<file path="src/rtl/connect4_pkg.sv">
// Shared constants and types for the 4x4 Connect-4 game logic.
package connect4_pkg;

    // Winner-detector status codes
    localparam logic [1:0] STILL_PLAYING = 2'b00;
    localparam logic [1:0] P1_WINS       = 2'b01;
    localparam logic [1:0] P2_WINS       = 2'b10;
    localparam logic [1:0] TIE           = 2'b11;

    // Player identities as stored in player_cells / current_player
    localparam logic P1 = 1'b0;
    localparam logic P2 = 1'b1;

    // Board geometry: bit index = row*BOARD_COLS + col, row 0 at the bottom
    localparam int BOARD_W    = 16;
    localparam int BOARD_COLS = 4;
    localparam int BOARD_ROWS = 4;

    // Turn sequencer states
    typedef enum logic [2:0] {
        ST_IDLE      = 3'd0,
        ST_WAIT_MOVE = 3'd1,
        ST_PLACE     = 3'd2,
        ST_SETTLE    = 3'd3,
        ST_EVAL      = 3'd4,
        ST_OVER      = 3'd5
    } c4_state_t;

endpackage

</file>
<file path="src/rtl/c4_game_controller_if.sv">
// Move handshake between the player input logic and the turn sequencer.
interface c4_game_controller_if;

    logic       move_valid;
    logic [1:0] move_col;
    logic       move_ready;
    logic       move_reject;
    logic       timeout_pulse;

    // Player input logic side
    modport master (
        output move_valid,
        output move_col,
        input  move_ready,
        input  move_reject,
        input  timeout_pulse
    );

    // Turn sequencer side
    modport slave (
        input  move_valid,
        input  move_col,
        output move_ready,
        output move_reject,
        output timeout_pulse
    );

endinterface

</file>
<file path="src/rtl/c4_column_drop.sv">
// Gravity model: finds the lowest empty cell of a column and flags a full column.
module c4_column_drop
    import connect4_pkg::*;
(
    input  logic [BOARD_W-1:0] board,
    input  logic [1:0]         col,
    output logic [3:0]         idx,
    output logic               full
);

    logic [BOARD_ROWS-1:0] col_bits;

    // Gather the occupancy of the selected column, bottom row in bit 0
    for (genvar gi = 0; gi < BOARD_ROWS; gi++) begin : g_col_bits
        logic [3:0] cell_idx;
        assign cell_idx     = {2'(gi), col};
        assign col_bits[gi] = board[cell_idx];
    end

    assign full = col_bits[BOARD_ROWS-1];

    // Scan top-down so the lowest empty row is the last one to win
    always_comb begin
        idx = {2'(BOARD_ROWS - 1), col};
        for (int r = BOARD_ROWS - 1; r >= 0; r--) begin
            if (!col_bits[r]) begin
                idx = {2'(r), col};
            end
        end
    end

endmodule

</file>
<file path="src/rtl/c4_game_controller.sv">
// Turn sequencer: owns the board, applies gravity drops, waits for the
// registered winner status and handles per-turn idle timeouts.
module c4_game_controller
    import connect4_pkg::*;
#(
    parameter int TIMEOUT_CYCLES = 50_000_000,
    parameter int CNT_W          = 26
) (
    input  logic                 clk,
    input  logic                 rst_n,
    input  logic                 new_game,
    input  logic [1:0]           game_status,
    c4_game_controller_if.slave  mv,
    output logic [BOARD_W-1:0]   game_board,
    output logic [BOARD_W-1:0]   player_cells,
    output logic                 current_player,
    output logic                 game_over,
    output logic [1:0]           result,
    output logic [4:0]           move_count
);

    localparam logic [CNT_W-1:0] TIMER_LAST = CNT_W'(TIMEOUT_CYCLES - 1);
    localparam logic [4:0]       FULL_COUNT = 5'(BOARD_W);

    c4_state_t          state_q,  state_d;
    logic [BOARD_W-1:0] board_q,  board_d;
    logic [BOARD_W-1:0] cells_q,  cells_d;
    logic               player_q, player_d;
    logic [4:0]         count_q,  count_d;
    logic [1:0]         result_q, result_d;
    logic               over_q,   over_d;
    logic [CNT_W-1:0]   timer_q,  timer_d;
    logic [3:0]         idx_q,    idx_d;
    logic               reject_q, reject_d;
    logic               tmo_q,    tmo_d;

    logic [3:0]         drop_idx;
    logic               col_full;

    c4_column_drop u_column_drop (
        .board (board_q),
        .col   (mv.move_col),
        .idx   (drop_idx),
        .full  (col_full)
    );

    // State and datapath registers; reset aborts any move in flight
    always_ff @(posedge clk or negedge rst_n) begin
        if (!rst_n) begin
            state_q  <= ST_IDLE;
            board_q  <= '0;
            cells_q  <= '0;
            player_q <= P1;
            count_q  <= '0;
            result_q <= STILL_PLAYING;
            over_q   <= 1'b0;
            timer_q  <= '0;
            idx_q    <= '0;
            reject_q <= 1'b0;
            tmo_q    <= 1'b0;
        end else begin
            state_q  <= state_d;
            board_q  <= board_d;
            cells_q  <= cells_d;
            player_q <= player_d;
            count_q  <= count_d;
            result_q <= result_d;
            over_q   <= over_d;
            timer_q  <= timer_d;
            idx_q    <= idx_d;
            reject_q <= reject_d;
            tmo_q    <= tmo_d;
        end
    end

    // Next-state logic; new_game outranks every move, timeout or evaluation
    always_comb begin
        state_d  = state_q;
        board_d  = board_q;
        cells_d  = cells_q;
        player_d = player_q;
        count_d  = count_q;
        result_d = result_q;
        over_d   = over_q;
        timer_d  = timer_q;
        idx_d    = idx_q;
        reject_d = 1'b0;
        tmo_d    = 1'b0;

        if (new_game) begin
            state_d  = ST_WAIT_MOVE;
            board_d  = '0;
            cells_d  = '0;
            player_d = P1;
            count_d  = '0;
            result_d = STILL_PLAYING;
            over_d   = 1'b0;
            timer_d  = '0;
        end else begin
            case (state_q)
                ST_IDLE: begin
                    state_d = ST_IDLE;
                end
                ST_WAIT_MOVE: begin
                    if (mv.move_valid && !col_full) begin
                        // Accepted move beats a coinciding timeout
                        idx_d   = drop_idx;
                        state_d = ST_PLACE;
                    end else begin
                        reject_d = mv.move_valid;
                        if (timer_q == TIMER_LAST) begin
                            tmo_d    = 1'b1;
                            player_d = ~player_q;
                            timer_d  = '0;
                        end else begin
                            timer_d = timer_q + 1'b1;
                        end
                    end
                end
                ST_PLACE: begin
                    board_d[idx_q] = 1'b1;
                    cells_d[idx_q] = player_q;
                    count_d        = count_q + 5'd1;
                    state_d        = ST_SETTLE;
                end
                ST_SETTLE: begin
                    // Detector registers the new board on this edge
                    state_d = ST_EVAL;
                end
                ST_EVAL: begin
                    if (game_status != STILL_PLAYING) begin
                        result_d = game_status;
                        over_d   = 1'b1;
                        state_d  = ST_OVER;
                    end else if (count_q == FULL_COUNT) begin
                        result_d = TIE;
                        over_d   = 1'b1;
                        state_d  = ST_OVER;
                    end else begin
                        player_d = ~player_q;
                        timer_d  = '0;
                        state_d  = ST_WAIT_MOVE;
                    end
                end
                ST_OVER: begin
                    state_d = ST_OVER;
                end
                default: begin
                    state_d = ST_IDLE;
                end
            endcase
        end
    end

    assign mv.move_ready    = (state_q == ST_WAIT_MOVE);
    assign mv.move_reject   = reject_q;
    assign mv.timeout_pulse = tmo_q;
    assign game_board       = board_q;
    assign player_cells     = cells_q;
    assign current_player   = player_q;
    assign game_over        = over_q;
    assign result           = result_q;
    assign move_count       = count_q;

endmodule

</file>
<file path="src/flat_wrapper.sv">
// flat-port wrapper written by rule: the top's interface ports become plain ports
module c4_game_controller_flat import connect4_pkg::*;
#(
    parameter int TIMEOUT_CYCLES = 50_000_000,
    parameter int CNT_W          = 26
)
  (clk, rst_n, new_game, game_status, game_board, player_cells, current_player, game_over, result, move_count, mv_move_valid, mv_move_col, mv_move_ready, mv_move_reject, mv_timeout_pulse);
  c4_game_controller_if mv_i ();
  input  logic clk;
  input  logic rst_n;
  input  logic new_game;
  input  logic [1:0] game_status;
  output logic [BOARD_W-1:0] game_board;
  output logic [BOARD_W-1:0] player_cells;
  output logic current_player;
  output logic game_over;
  output logic [1:0] result;
  output logic [4:0] move_count;
  input wire logic [$bits(mv_i.move_valid)-1:0] mv_move_valid;
  input wire logic [$bits(mv_i.move_col)-1:0] mv_move_col;
  output wire logic [$bits(mv_i.move_ready)-1:0] mv_move_ready;
  output wire logic [$bits(mv_i.move_reject)-1:0] mv_move_reject;
  output wire logic [$bits(mv_i.timeout_pulse)-1:0] mv_timeout_pulse;
  assign mv_i.move_valid = mv_move_valid;
  assign mv_i.move_col = mv_move_col;
  assign mv_move_ready = mv_i.move_ready;
  assign mv_move_reject = mv_i.move_reject;
  assign mv_timeout_pulse = mv_i.timeout_pulse;
  c4_game_controller #(.TIMEOUT_CYCLES(TIMEOUT_CYCLES), .CNT_W(CNT_W)) u_core (.clk(clk), .rst_n(rst_n), .new_game(new_game), .game_status(game_status), .mv(mv_i), .game_board(game_board), .player_cells(player_cells), .current_player(current_player), .game_over(game_over), .result(result), .move_count(move_count));
endmodule
</file>
<file path="config.mk">
export PLATFORM = sky130hd
export DESIGN_NAME = c4_game_controller_flat
export DESIGN_NICKNAME = d
export VERILOG_FILES = /design/src/rtl/connect4_pkg.sv /design/src/rtl/c4_game_controller_if.sv /design/src/rtl/c4_column_drop.sv /design/src/rtl/c4_game_controller.sv /design/src/flat_wrapper.sv
export SDC_FILE = /design/constraint.sdc
export NUM_CORES = 1
export LEC_CHECK = 0
export ABC_AREA = 1
export CAP_MARGIN = 40
export CORE_MARGIN = 2
export CORE_UTILIZATION = 50
export DETAILED_ROUTE_END_ITERATION = 16
export GPL_TIMING_DRIVEN = 0
export PLACE_DENSITY = 0.83
export SYNTH_ARGS = -nofsm -noshare
export SYNTH_HDL_FRONTEND = slang
export SYNTH_HIERARCHICAL = 1
export SYNTH_SLANG_ARGS = --single-unit
</file>
<file path="constraint.sdc">
create_clock -name clk -period 2.4 [get_ports clk]
set_clock_uncertainty 0.05 [all_clocks]
set_input_delay 0.48 -clock clk [delete_from_list [all_inputs] [get_ports clk]]
set_output_delay 0.48 -clock clk [all_outputs]
set_load 0.1 [all_outputs]
</file>
-- Word level (Yosys, flattened, before mapping)
Index checks and enable logic that the tools add are counted.
- register bits after elaboration: 76
- bits in latches: 0
- bits in writable memories: 0
- bits in read-only memories: 0
- bits of input ports: 8
- output and inout port bits: 44
- word-level logic and storage cells: 98
- memories: 0
- $add $sub $neg: 2
- multipliers: 0
- divide/modulo/power cells: 0
- $lt $le $gt $ge: 6
- eq/ne operators: 12
- shift-type cells: 0
- mux-type cells: 52
- bitwise operators: 3
- reductions and logical operators: 12
- operators with widths (operator ; number):
    $mux W26 ; 5
    $mux W16 ; 4
    $pmux W26 S2 ; 1
    $add A26 B1 Y26 const B ; 1
    $eq A26 B26 Y1 const B ; 1
    $mux W1 ; 21
    $bwmux W16 ; 1
    $or A16 B16 Y16 ; 1
    $lt A4 B5 Y1 const B ; 3
    $mux W3 ; 5
    $pmux W3 S5 ; 1
    $mux W5 ; 2
    $ne A3 B3 Y1 const B ; 3
    $bmux W1 S2 ; 4
    $mux W2 ; 4
    $mux W4 ; 2
    $eq A3 B2 Y1 const B ; 2
    $eq A3 B3 Y1 const B ; 2
    $ne A3 B2 Y1 const B ; 2
    $reduce_bool A2 Y1 ; 3
    $reduce_bool A3 Y1 ; 2
    $add A5 B1 Y5 const B ; 1
    $eq A5 B5 Y1 const B ; 1
    $lt A2 B5 Y1 const B ; 1
    12 further kinds ; 14

-- Logic depth before layout (Yosys ltp)
Gate-level depths: netlist of the first run.
- word-level depth: 7
- mapped depth: 13
- depth with buffers taken out: 11

-- Cells and area by module
The synthesis of the first run kept the hierarchy.
- modules (own cells, without submodules) (module ; instances ; cells each ; area each (um^2) ; sequential area each (um^2)):
    c4_game_controller ; 1 ; 551 ; 4060.1 ; 1901.8
    c4_column_drop ; 1 ; 37 ; 201.4 ; 0.0

-- Worst setup path before layout of the first run
No wires, ideal clock.
- kind: register to register
- start point: reg u_core.count_q[0], in the netlist u_core/move_count[0]
- end point: reg u_core.timer_q[18]
- library setup time: 0.126 ns
- arrival time: 2.025 ns
- required time: 2.224 ns
- path slack: 0.199 ns
- stages on the path, launching flop included: 12
- buffers on the path: 1
- period minus slack after synthesis: 2.201 ns
- cell sequence: dfrtp_1 inv_1 ha_1 nand2_1 inv_1 nand3_1 a21oi_1 nor2_4 buf_6 nand3_1 nand2_1 nor2_1
- cells in the longest elaborated chain, start to end: 3
- RTL lines (item ; line ; text):
    start: declaration ; c4_game_controller.sv:29 ; logic [4:0] count_q, count_d;
    start signal: assignment ; c4_game_controller.sv:66 ; count_q <= count_d;
    $eq A5 B5 Y1 ; c4_game_controller.sv:135 ; end else if (count_q == FULL_COUNT) begin
    $ne A3 B3 Y1 (no source line) ; -- ;
    $reduce_and A4 Y1 (no source line) ; -- ;
    end signal: assignment ; c4_game_controller.sv:69 ; timer_q <= timer_d;
    end: declaration ; c4_game_controller.sv:32 ; logic [CNT_W-1:0] timer_q, timer_d;
Every way passes these cells.
A chain may end at the register's enable or synchronous reset.

-- Worst setup path in the final report of the first run
- start point: in new_game
- end point: reg u_core.cells_q[3], in the netlist u_core/player_cells[3]
- cells in the longest elaborated chain, start to end: 1
- elaborated cells on any way between the ends: 2
- classes of those cells: 1 x mux; 1 x reduce/logical
- RTL lines (item ; line ; text):
    start: declaration ; flat_wrapper.sv:11 ; input logic new_game;
    $mux W16 / $reduce_bool A2 Y1 (equally long branches) ; -- ;
    end signal: assignment ; c4_game_controller.sv:64 ; cells_q <= cells_d;
    end: declaration ; c4_game_controller.sv:27 ; logic [BOARD_W-1:0] cells_q, cells_d;
Several ways; a longest one is shown, not always the timed one.

==> results.py, run 1 <==
metrics = {
    "placed_design": {
        "place_area_um2": 5592,
        "routabilityCongestion": 0.9248,
        "dp_slack_ns": -0.3492,
        "portBuffers": 50,
        "hpwl_um": 9750,
    },
    "setup_path": {
        "critPathRequiredTime_ns": 2.62,
        "setup.worst_path.class": "input pin to flop",
        "start_kind": "input pin",
        "cp_max_fo": 10,
        "end_kind": "flop",
        "arrival_ns": 2.34,
    },
    "hold_path": {
        "hp-class": "input pin to flop",
    },
    "clock_tree": {
        "clk_pin_slew_worst_paths_ns": 0.09,
        "postCtsSetupRepairBufs": 0,
        "clk-insertion-delay-late_ns": 0.35,
        "cts.htree.levels": 3,
        "clockRootBuffer": "clkbuf_8",
        "cts.sinks": 76,
        "cts_tree": "built",
        "clockBufferDepth": 2,
        "numCtsBuffers": 9,
    },
    "grt": {
        "grt_first_pass_wirelength_um": 21010,
        "gr-total-overflow": 0,
        "track_usage_pct": 30.00,
        "grt_max_degree": 62,
        "antenna_found_initial": 0,
        "grt_pass1_vias": 4287,
    },
    "floorplan": {
        "core-area_um2": 8258,
        "rows": 33,
        "die_h_um": 96.32,
        "io_pins": 52,
        "die_x_um": 96.32,
        "die_area_um2": 9278,
        "initial_core_util_pct": 51.61,
    },
    "power_and_ir_drop": {
        "p_leak_uw": 0.002642,
        "max-vdd-ir-drop_mv": 0.4440,
        "pwr_density_cell_nw_per_um2": 552.4,
    },
    "logic_synthesis": {
        "synth_ff_type": "dfrtp_1",
        "synth_top_area_share_pct": 44.63,
        "syn_inst": 588,
        "synth_edf_count": 0,
        "syn_nets": 599,
        "synth_top_area_cell": "dfrtp_1",
        "synth.yosys.seq_area_share_pct": 44.63,
        "ys.warnings.count": 6,
        "yosys_register_bits": 76,
        "avgSynthCellArea_um2": 7.248,
        "async_flop_share_pct": 100.0,
        "syn-cell-area_um2": 4262,
        "synth.area.top_cells": "dfrtp_1, nand2_1, inv_1, nor2_1, nand3_1",
        "synth_cell_types": 31,
    },
    "sta": {
        "fmax_mhz": 470.7,
        "setup_slack_ns": 0.2756,
        "finalHoldViolations": 0,
        "slew_headroom_pct": 62.55,
        "maxSlewViolCount": 0,
        "fin_crit_ns": 2.124,
        "finalCritPeriodShare_pct": 88.52,
        "rsz0062_at_grt": "no",
        "max_slew.worst_pin.slew_ns": 0.5618,
        "setup_violations": 0,
    },
    "final_layout": {
        "nets": 705,
        "area.growth.synth_to_final_pct": 36.17,
        "layout-drive-gt1-share_pct": 14.59,
        "diodes": 0,
        "finalInstanceArea_um2": 5803,
        "final_cell_mix": "nand2_1, inv_1, nor2_1, dfrtp_1, nand3_1",
        "layout_commonest_cell": "nand2_1",
    },
    "detailed_routing": {
        "remaining_drc_errors": 0,
        "initialDrtViolationCount": 412,
        "first_pass_iters": 5,
        "vias": 4550,
        "wl_per_cell_um": 16.25,
        "wirelength_um": 13070,
        "vias_per_cell": 5.659,
        "ant_nets": 0,
    },
    "job": {
        "drv_cap": 0,
    },
    "status": {
        "status": "completed",
    },
}
## final timing paths
check                                       start                endpoint  slack, ns  cells after the start
min                                mv_move_col[0]         u_core/idx_q[0]       0.32                      3
min reg2reg                u_core/player_cells[6]  u_core/player_cells[6]       0.47                      2
max in group asynchronous                   rst_n      u_core/timer_q[10]       1.24                      3
min in group asynchronous                   rst_n    u_core/game_board[4]       0.48                      2
max reg2reg                     u_core/state_q[0]  u_core/player_cells[5]       0.35                      6
max                                      new_game  u_core/player_cells[3]       0.28                      6
## timing repair
action / in CTS / in global routing
setup endpoints to repair: 1 / 27
endpoints found under the hold margin: 15 / 0
pin swaps: 0 / 1
hold buffers: 1 / 0
gates resized for setup: 0 / 3
## per-layer routing
layer  global-route usage [%]  part of all wire (%)
met5                        0                     0
met1                    39.07                    41
met4                    15.26                   4.5
met2                    47.97                    47
met3                    5.325                   7.7
## worst max-delay path: stages
cell             delay (ns)
clkdlybuf4s50_1        0.52
inv_2                  0.21
buf_2                  0.26
clkbuf_1               0.47
o21ai_0                0.23
nor2_1                 0.17
## final cells by class
cell class / count / area (µm²)
well taps: 105 / 131.4
inverters: 82 / 315.3
clock buffers: 10 / 127.6
flip-flops and latches: 76 / 1902
plain buffers: 16 / 111.4
fillers: 612 / 2455
multi-input cells: 414 / 1943
repair buffers: 95 / 1201
clock inverters: 6 / 71.32
## cells by family (layout without fill, tap and decap cells)
group / after synthesis / in the layout / share of synthesized area [%]
fa+ha+maj: 3 / 3 / 0.8809
flops: 76 / 76 / 44.63
compound gates: 79 / 79 / 9.836
simple gates: 332 / 332 / 34.64
buf+inv: 98 / 209 / 10.01
## power by group
group	switching (µW)	internal (µW)	total, µW
clock	507	490	997
combinational	552	240	792
sequential	79.8	1340	1420
## sequential cells by signal (all words and copies together), names as in the netlist
register,flops
u_core/mv.timeout_pulse,1
u_core/result,2
u_core/state_q,3
u_core/idx_q,4
u_core/mv.move_reject,1
u_core/timer_q,26
u_core/current_player,1
u_core/move_count,5
u_core/game_over,1
u_core/game_board,16
u_core/player_cells,16
## cell usage after synthesis, types with 3 or more instances
library cell	n
nor3_1	9
nand2_1	150
nor2_2	6
nand4_1	17
buf_4	5
nor2_4	4
dfrtp_1	76
clkbuf_1	5
nand2_2	7
nand3_1	52
a21oi_2	3
nand3_2	4
o21ai_0	32
buf_6	4
nor2_1	78
ha_1	3
inv_1	78
a21oi_1	38
## per-stage QoR
stage          cells  util [%]  hold slack (ns)  TNS (ns)  power, µW
2_1_floorplan    588         -           0.1344         0       1896
3_3_place_gp     743     59.26           0.4401   -142.84       2085
3_5_place_dp     788     67.71           0.3156    -7.949       2213
4_1_cts          804     70.12           0.3059         0       3201
5_1_grt          804     70.27           0.3427         0       3330
6_report         804     70.27           0.3182         0       3205
Power figures use the tool's default switching activity.
==> run 2: changes to the inputs <==
Settings changed: SETUP_SLACK_MARGIN set to 0.2.
==> run 2 against run 1 <==
  * Total power increased by 3.8%
  * Sequential power barely moved
  * Die area unchanged
  * Highest routed layer unchanged
  * Fmax is 2.1% lower
  * Via count shrank 1.2%
  * Largest power group unchanged
==> results.py, run 2 (synthesized netlist as in run 1, its figures left out) <==
metrics = {
    "detailed_routing": {
        "wl_per_cell_um": 16.00,
        "initialDrtViolationCount": 508,
        "first_pass_iters": 5,
        "remaining_drc_errors": 0,
        "ant_nets": 0,
        "vias_per_cell": 5.559,
        "wirelength_um": 12950,
        "vias": 4497,
    },
    "placed_design": {
        "dp_slack_ns": -0.3045,
        "portBuffers": 50,
        "routabilityCongestion": 0.9439,
        "hpwl_um": 9549,
        "dp_cells": 788,
    },
    "setup_path": {
        "arrival_ns": 2.39,
        "setup.worst_path.class": "input pin to flop",
        "start_kind": "input pin",
        "critPathRequiredTime_ns": 2.62,
        "cp_max_fo": 10,
        "end_kind": "flop",
    },
    "grt": {
        "grt_pass1_vias": 4411,
        "track_usage_pct": 30.07,
        "gr-total-overflow": 0,
        "grt_max_degree": 62,
        "grt_first_pass_wirelength_um": 21150,
        "antenna_found_initial": 0,
    },
    "final_layout": {
        "diodes": 0,
        "layout_commonest_cell": "nand2_1",
        "largest_reg_flops": 26,
        "final_cells": 809,
        "area.growth.synth_to_final_pct": 37.70,
        "nets": 710,
        "top_register": "u_core/timer_q",
        "layout-drive-gt1-share_pct": 15.63,
        "final_cell_mix": "nand2_1, inv_1, nor2_1, dfrtp_1, nand3_1",
    },
    "job": {
        "drv_cap": 0,
    },
    "floorplan": {
        "core-area_um2": 8258,
        "die_x_um": 96.32,
        "rows": 33,
        "die_area_um2": 9278,
        "initial_core_util_pct": 51.61,
        "die_h_um": 96.32,
        "io_pins": 52,
    },
    "status": {
        "status": "completed",
    },
    "sta": {
        "fin_crit_ns": 2.170,
        "finalCritPeriodShare_pct": 90.41,
        "finalHoldViolations": 0,
        "fmax_mhz": 460.9,
        "rsz0062_at_grt": "no",
        "maxSlewViolCount": 0,
        "slew_headroom_pct": 61.32,
        "setup_violations": 0,
        "setup_slack_ns": 0.2303,
        "max_slew.worst_pin.slew_ns": 0.5802,
    },
    "power_and_ir_drop": {
        "power.share.sequential_pct": 42.7,
        "swShare_pct": 34.21,
        "p_sw_uw": 1138,
        "p_clk_share_pct": 33.3,
        "p_int_uw": 2188,
        "max-vdd-ir-drop_mv": 0.3773,
        "p_leak_uw": 0.002672,
        "pwr_density_cell_nw_per_um2": 566.9,
        "comb_power_share_pct": 24.0,
    },
    "clock_tree": {
        "clockRootBuffer": "clkbuf_8",
        "numCtsBuffers": 9,
        "clockBufferDepth": 2,
        "clk-insertion-delay-late_ns": 0.35,
        "cts.sinks": 76,
        "cts.htree.levels": 3,
        "clk_pin_slew_worst_paths_ns": 0.08,
        "cts_tree": "built",
    },
    "hold_path": {
        "hp-class": "input pin to flop",
    },
}
-- run 2: worst max-delay path, cell delays in order --
cell and delay, ns:
clkdlybuf4s50_1 0.54, inv_2 0.22, buf_2 0.26, clkbuf_1 0.49, o21ai_0 0.21, nor2_1 0.18
-- run 2: layout make-up --
cell class	instances	area, µm²
sequential	76	1904
clock inverter	6	96.34
multi-input combinational	414	1949
inverter	82	315.3
buffer	16	111.4
tap	105	131.4
fill	623	2390
timing repair buffer	100	1232
clock buffer	10	127.6
-- run 2: path summary, 6_finish.rpt --
path | startpoint | endpoint | slack [ns] | depth (start not counted)
max | new_game | u_core/player_cells[15] | 0.23 | 6
min reg2reg | u_core/player_cells[10] | u_core/player_cells[10] | 0.48 | 2
max in group asynchronous | rst_n | u_core/state_q[2] | 1.25 | 3
min in group asynchronous | rst_n | u_core/game_board[4] | 0.48 | 2
min | mv_move_col[0] | u_core/idx_q[0] | 0.29 | 3
max reg2reg | u_core/timer_q[0] | u_core/timer_q[24] | 0.45 | 10
-- run 2: timing repair --
action	4_1_cts	5_1_grt
gates resized for setup	3	5
hold buffers	1	0
endpoints found under the hold margin	15	0
endpoints found under the setup margin	28	21
pin swaps	1	2
buffers inserted	0	4
gates cloned	0	0
-- run 2: power by group through the flow --
stage	registers [µW]	logic [µW]	clock network (µW)
3_5_place_dp	1440	765	0
6_report	1420	797	1110
3_3_place_gp	1430	653	0
5_1_grt	1430	847	1190
4_1_cts	1420	772	1130
2_1_floorplan	1560	335	0
-- run 2: stage by stage --
| stage | hold slack (ns) | area, µm² | power [µW] | TNS, ns | util [%] |
|---|---|---|---|---|---|
| 2_1_floorplan | 0.1344 | 4263 | 1896 | 0 | - |
| 3_3_place_gp | 0.4494 | 4895 | 2087 | -141.79 | 59.27 |
| 3_5_place_dp | 0.3150 | 5593 | 2205 | -6.993 | 67.73 |
| 4_1_cts | 0.2727 | 5832 | 3321 | 0 | 70.62 |
| 5_1_grt | 0.2915 | 5868 | 3464 | 0 | 71.06 |
| 6_report | 0.2877 | 5868 | 3327 | 0 | 71.06 |
-- run 2: per-layer routing --
| metal | vias up | wire (µm) | global-route usage [%] | share of wire (%) |
|---|---|---|---|---|
| li1 | 2113 | - | - | - |
| met1 | 2099 | 5270 | 37.89 | 41 |
| met2 | 254 | 6363 | 50.98 | 49 |
| met3 | 31 | 998 | 6.186 | 7.7 |
| met4 | 0 | 315 | 11.15 | 2.4 |
| met5 | - | 0 | 0 | 0 |
